<file path="src/rtl/if_id_buffer_pkg.sv">
// rtl/if_id_buffer_pkg.sv - shared IF/ID pipeline types and constants
package if_id_buffer_pkg;
  localparam int XLEN = 32;
  localparam logic [XLEN-1:0] NOP_INST = 32'h0000_0013;

  typedef struct packed {
    logic [XLEN-1:0] pc;
    logic [XLEN-1:0] pc4;
    logic [XLEN-1:0] inst;
    logic            misalign;
  } fetch_entry_t;

  localparam int ENTRY_W = $bits(fetch_entry_t);
endpackage

</file>
<file path="src/rtl/if_id_fifo_mem.sv">
// rtl/if_id_fifo_mem.sv - fetch-entry register array, one write port, async read
module if_id_fifo_mem
  import if_id_buffer_pkg::*;
#(
  parameter int DEPTH = 2,
  localparam int AW = $clog2(DEPTH)
) (
  input  logic               clk,
  input  logic               i_we,
  input  logic [AW-1:0]      i_waddr,
  input  logic [ENTRY_W-1:0] i_wdata,
  input  logic [AW-1:0]      i_raddr,
  output logic [ENTRY_W-1:0] o_rdata
);
  // Storage is intentionally not reset; occupancy alone decides what is valid.
  logic [ENTRY_W-1:0] r_mem [DEPTH];

  always_ff @(posedge clk) begin
    if (i_we) r_mem[i_waddr] <= i_wdata;
  end

  assign o_rdata = r_mem[i_raddr];
endmodule

</file>
<file path="src/rtl/if_id_buffer.sv">
// rtl/if_id_buffer.sv - circular queue decoupling instruction fetch from decode
module if_id_buffer
  import if_id_buffer_pkg::*;
#(
  parameter int          DEPTH    = 2,
  parameter logic [31:0] NOP_INST = if_id_buffer_pkg::NOP_INST,
  localparam int AW = $clog2(DEPTH),
  localparam int CW = $clog2(DEPTH) + 1
) (
  input  logic          clk,
  input  logic          reset,
  input  logic          in_valid,
  output logic          in_ready,
  input  logic [31:0]   in_pc,
  input  logic [31:0]   in_pc4,
  input  logic [31:0]   in_inst,
  input  logic          flush,
  output logic          out_valid,
  input  logic          out_ready,
  output logic [31:0]   out_pc,
  output logic [31:0]   out_pc4,
  output logic [31:0]   out_inst,
  output logic          out_misalign,
  output logic [CW-1:0] count
);
  logic [AW-1:0] r_wr_ptr;
  logic [AW-1:0] r_rd_ptr;
  logic [CW-1:0] r_count;

  logic         w_push;
  logic         w_pop;
  fetch_entry_t w_wr_entry;
  fetch_entry_t w_head;

  // in_ready looks only at occupancy, so a full queue never accepts even while popping.
  assign in_ready  = (r_count != CW'(DEPTH));
  assign out_valid = (r_count != '0);
  assign w_push    = in_valid & in_ready & ~flush;
  assign w_pop     = out_valid & out_ready & ~flush;

  assign w_wr_entry = '{pc: in_pc, pc4: in_pc4, inst: in_inst, misalign: |in_pc[1:0]};

  if_id_fifo_mem #(.DEPTH(DEPTH)) u_mem (
    .clk     (clk),
    .i_we    (w_push),
    .i_waddr (r_wr_ptr),
    .i_wdata (w_wr_entry),
    .i_raddr (r_rd_ptr),
    .o_rdata (w_head)
  );

  always_ff @(posedge clk or negedge reset) begin
    if (!reset) begin
      r_wr_ptr <= '0;
      r_rd_ptr <= '0;
      r_count  <= '0;
    end else if (flush) begin
      r_wr_ptr <= '0;
      r_rd_ptr <= '0;
      r_count  <= '0;
    end else begin
      if (w_push) r_wr_ptr <= r_wr_ptr + 1'b1;
      if (w_pop)  r_rd_ptr <= r_rd_ptr + 1'b1;
      r_count <= r_count + CW'(w_push) - CW'(w_pop);
    end
  end

  assign count        = r_count;
  assign out_pc       = out_valid ? w_head.pc       : '0;
  assign out_pc4      = out_valid ? w_head.pc4      : '0;
  assign out_inst     = out_valid ? w_head.inst     : NOP_INST;
  assign out_misalign = out_valid ? w_head.misalign : 1'b0;
endmodule

</file>
<file path="config.mk">
export PLATFORM = sky130hd
export DESIGN_NAME = if_id_buffer
export DESIGN_NICKNAME = d
export VERILOG_FILES = /design/src/rtl/if_id_buffer_pkg.sv /design/src/rtl/if_id_fifo_mem.sv /design/src/rtl/if_id_buffer.sv
export SDC_FILE = /design/constraint.sdc
export NUM_CORES = 1
export LEC_CHECK = 0
export CAP_MARGIN = 25
export CORE_MARGIN = 3
export CORE_UTILIZATION = 50
export CTS_BUF_LIST = sky130_fd_sc_hd__clkbuf_8
export CTS_CLUSTER_DIAMETER = 120
export DETAILED_ROUTE_END_ITERATION = 8
export GPL_TIMING_DRIVEN = 0
export MAX_ROUTING_LAYER = met4
export PLACE_DENSITY = 0.82
export RECOVER_POWER = 50
export SYNTH_ARGS = -nofsm -noshare
export SYNTH_HDL_FRONTEND = slang
export SYNTH_SLANG_ARGS = --single-unit
</file>
<file path="constraint.sdc">
create_clock -name clk -period 7.4 [get_ports clk]
set_clock_uncertainty 0.15 [all_clocks]
set_input_delay 1.48 -clock clk [delete_from_list [all_inputs] [get_ports clk]]
set_output_delay 1.48 -clock clk [all_outputs]
set_load 0.01 [all_outputs]
</file>
After elaboration in Yosys (flattened, before gate mapping)

Memories as Yosys holds them, arrays and structs flattened.
Index checks and enable logic that the tools add are counted.

Register bits after elaboration: 4
RAM bits: 194
Bits of input ports: 101
Output and inout port bits: 101
Word-level logic and storage cells: 29
Memories kept: 1

Memories:

| name        | depth | width | rd ports | clocked after memory_dff | wr ports | line                 | RTL |
|---|---|---|---|---|---|---|---|
| u_mem.r_mem | 2     | 97    | 1        | 0                        | 1        | if_id_fifo_mem.sv:16 | `logic [ENTRY_W-1:0] r_mem [DEPTH];` |

Add/sub/neg operators: 4
Equality and inequality tests: 1
Multiplexer cells: 11
Bitwise logic cells: 5
Reductions and logical operators: 4

Operators with widths:

| cell                  | number |
|---|---|
| $mux W32              | 3 |
| $mux W1               | 7 |
| $reduce_bool A2 Y1    | 3 |
| $and A1 B1 Y1         | 4 |
| $add A1 B1 Y1 const B | 2 |
| $add A2 B1 Y2         | 1 |
| $mux W2               | 1 |
| $ne A2 B2 Y1 const B  | 1 |
| $reduce_or A2 Y1      | 1 |
| $sub A2 B1 Y2         | 1 |
| $not A1 Y1            | 1 |

Depth between registers and ports, before layout

Word-level depth: 6
Mapped depth: 8
Depth with buffers taken out: 8

Hierarchy

A second synthesis with hierarchy kept.

Cell total of the unflattened synthesis: 437
Area total of the unflattened synthesis: 8094.0 µm²

By module, submodules not included:

| module         | times used | cells each | area an instance (µm²) | seq. area each (µm²) |
|---|---|---|---|---|
| if_id_fifo_mem | 1          | 304        | 7129.3                 | 5825.6 |
| if_id_buffer   | 1          | 133        | 964.7                  | 100.1 |

Least setup slack after synthesis

Ideal clock, no wire load.

Path type: input port to flip-flop
From: input port flush
To: memory u_mem.r_mem[0][0] (netlist name) (enable)
Arrival: 5.742 ns
Slack: 0.954 ns
Cell stages on the path: 2
Cells stage by stage: nand3b_1 nor2_1

Word-level cells in the longest chain between the ends: 4

RTL lines:

| item                          | line                 | RTL |
|---|---|---|
| from (decl)                   | if_id_buffer.sv:17   | `input logic flush,` |
| $not A1 Y1                    | if_id_buffer.sv:38   | `assign w_push = in_valid & in_ready & ~flush;` |
| $and A1 B1 Y1                 | if_id_buffer.sv:38   |  |
| $mux W1                       | if_id_fifo_mem.sv:19 | `if (i_we) r_mem[i_waddr] <= i_wdata;` |
| $mux W1 (implied by the code) | if_id_fifo_mem.sv:19 |  |
| to (decl)                     | if_id_fifo_mem.sv:16 |  |

No other way between the ends.

Final worst setup path

From: input port flush
To: memory u_mem.r_mem[1][25] (netlist name) (enable)

Same word-level chain as after synthesis.

==> metrics.md <==
| Metric | Value |
|---|---|
| Crit share post-route | about 64% |
| F_max | 210 MHz |
| Initial antenna violation count | 1 |
| Synth Register Bits | ~200 |
| Drt first pass iters | 4 |
| Vias in the first global route | 4559 |
| H-tree lvl count | 4 |
| Seq/Total Area, Yosys | 78.2% |
| Global route overflow | 0 |
| Antenna viol nets, final | 0 |
| Crit. End Element | register |
| Clock network latency to the later pin of the worst-skew pair | 0.44 ns |
| Period minus WS final | 4.76 ns |
| Die area | ~0.017 mm^2 |
| Initial drt markers | 200 |
| RSZ-0062 raised after global routing | false |
| Crit path largest cell delay | approximately 1.0 ns |
| Root buffer cell | clkbuf_8 |
| Final setup fails | 0 |
| Fin nets | 764 |
| Area Growth Syn to Fin | 35.4% |
| Mean Syn Cell Area | 17.4 um^2 |
| Worst-case reg-to-reg path depth | 5 |
| P_leak | 3.40 nW |
| Cts hold-fix bufs | 0 |
| Initial core utilization | 51.5% |
| Data required time at the worst endpoint | 7.38 ns |
| Syn Nets | 538 |
| Max VDD drop | 0.155 mV |
| Pin count of the biggest net entering global routing | 34 |
| Bufs and invs on worst path | 3 |
| Clock buffer depth | 2 |
| Mapped cell area | approximately 0.0076 mm^2 |
| Die height | 129 um |
| Pre-CTS WS | 3.42 ns |
| Via Count | 4353 |
| Hpwl dp | 10500 um |
| Post-synth cell types | 24 |
| First-pass GRT wire length | 22700 um |
| Layout Cell Area excl Fill | 0.0103 mm^2 |
| Layout cells sized above 1 | 7.72% |
| Chip width | 129 um |
| Pwr dens | 247 mW/mm^2 |
| Worst Max-Slew Pin Slew | approximately 2.0 ns |
| # fillers | ~990 |
| Avg WL per Cell | 17.3 um |
| Buffers on Ports | 201 |
| Remaining DRCs | 0 |
| Ys Warns | 0 |
| Final WS setup | 2.64 ns |
| CP Launch Type | input port |
| Critical Setup Path Class | in2reg |
| CP top delay family | buffers and inverters |
| Slew Viols, Final | 21 |
| Routed WL | 14800 um |
| Hold Path Depth | 1 |
| Failing checks | capacitance limit, slew limit |
| Row count | 44 |
| Post-cts gate resize count | 0 |
| Clock transition at the registers of the reported paths | 0.08 ns |
| Gp weighted congestion | 0.776 |
| Post-layout util | 69.8% |
| DP Area | 0.00997 mm^2 |
| Final hold vios | 0 |
| Critical Path AT | 4.74 ns |
| Max Cap Viol | 1 |
| Stages on worst setup path | 5 |
| CP cell instances | dlygate4sd3_1 -> nand3b_1 -> nor2_1 -> clkbuf_1 -> buf_12 |
| Outcome | complete, but fails checks |
| Clock buffer count from CTS | 17 |
| Core Area | 0.0147 mm^2 |
| Post-CTS setup buffer count | 0 |
| CTS tree | built |
| Slew HR | -35.6% |
| Tightest Hold Check Type | reg2reg |
| Vias/cell | 5.07 |
| Crit path max fanout | 31 |
| Total Routing Usage GR | 18.6% |
| Mapped Cells | between 400 and 500 |
| CTS Sinks | 198 |
| Max stage delay cell, worst path | clkbuf_1 |
| I/O pin total | 202 |
==> flip-flops by register name, summed over array words and instances, names as in the netlist <==
name / cells
r_rd_ptr: 1
u_mem.r_mem: 194
r_wr_ptr: 1
count: 2
==> final timing paths <==
path / startpoint / end / slack, ns
worst max-delay path: flush / u_mem.r_mem[1][25]$_DFFE_PP_ / 2.64
worst min-delay path: r_wr_ptr$_DFFE_PN0P_ / r_wr_ptr$_DFFE_PN0P_ / 0.36
worst max register to register: count[0]$_DFF_PN0_ / u_mem.r_mem[1][25]$_DFFE_PP_ / 3.74
worst min register to register: r_wr_ptr$_DFFE_PN0P_ / r_wr_ptr$_DFFE_PN0P_ / 0.36
max in group asynchronous: reset / r_rd_ptr$_DFFE_PN0P_ / 5.77
min in group asynchronous: reset / r_wr_ptr$_DFFE_PN0P_ / 1.16
==> per-layer routing <==
layer | wire (um) | global-route usage [%] | part of all wire, %
met2 | 7770 | 31.1 | 52
met3 | 806 | 4.58 | 5.4
met4 | 223 | 6.42 | 1.5
met5 | 0 | - | 0
met1 | 6040 | 22.1 | 41
==> cell usage after synthesis <==
cell type | instances | area, um^2
edfxtp_1 | 194 | 5830
nor2_1 | 99 | 372
mux2i_1 | 97 | 971
buf_4 | 12 | 90.1
dfrtp_1 | 4 | 100
clkbuf_1 | 3 | 11.3
inv_1 | 3 | 11.3
nand2_1 | 3 | 11.3
buf_12 | 2 | 40.0
buf_2 | 2 | 10.0
ha_1 | 2 | 25.0
xor2_1 | 2 | 17.5
a211oi_1 | 1 | 7.51
and2_1 | 1 | 6.26
buf_6 | 1 | 11.3
buf_8 | 1 | 15.0
nand2b_1 | 1 | 6.26
nand3b_1 | 1 | 7.51
nor2_2 | 1 | 6.26
nor2b_1 | 1 | 6.26
nor3_1 | 1 | 5.00
o21ai_1 | 1 | 5.00
o21bai_1 | 1 | 7.51
or2_2 | 1 | 6.26
==> cell families (layout without fill, tap and decap cells) <==
logic type	after synthesis	count (layout)	synth area share, %
other	0	1	0
and+or+nand+nor	109	109	5.63
adders and majority gates	2	2	0.330
xor gates and xnor gates	2	2	0.231
DFF	198	198	78.2
AOI/OAI and AO/OA	3	3	0.264
muxes	97	97	12.8
buffers and inverters	24	263	2.49
==> per-stage QoR <==
stage	cells	setup TNS (ns)	total power, mW	hold slack [ns]
5_1_grt	859	0	2.65	0.403
3_5_place_dp	826	0	2.00	0.408
2_1_floorplan	435	0	1.66	0.302
4_1_cts	858	0	2.57	0.423
6_report	859	0	2.53	0.360
3_3_place_gp	820	-312.41	1.98	0.315
==> final cells by class <==
class	instances	area, um^2	share of cell area [%]
clock inverter	15	91.3	0.891
antenna	1	2.50	0.0244
multi-input combinational	213	1460	14.2
buffer	21	178	1.73
inverter	3	11.3	0.110
tap	184	230	2.24
clock buffer	17	234	2.28
sequential	198	5930	57.8
timing repair buffer	207	2120	20.7
==> where the power goes <==
group / switching, mW / internal [mW] / leakage, nW
registers: 0.0160 / 1.30 / 1.83
logic: 0.305 / 0.334 / 1.40
clock network: 0.352 / 0.227 / 0.167
total: 0.673 / 1.86 / 3.40
==> cells in the final DEF (no fill, tap or decap), types with 2 or more instances in the layout <==
master           Yosys  routed
clkbuf_1             3       4
nor2_1              99      99
inv_6                0       2
inv_1                3       5
clkinv_4             0       2
clkinv_2             0       3
edfxtp_1           194     194
ha_1                 2       2
clkinvlp_4           0       3
mux2i_1             97      97
xor2_1               2       2
buf_2                2       2
clkbuf_8             0      17
buf_12               2       6
clkdlybuf4s50_1      0     103
nand2_1              3       3
clkinv_1             0       3
buf_4               12      12
dlygate4sd3_1        0      98
dfrtp_1              4       4
Power figures use the tool's default switching activity.
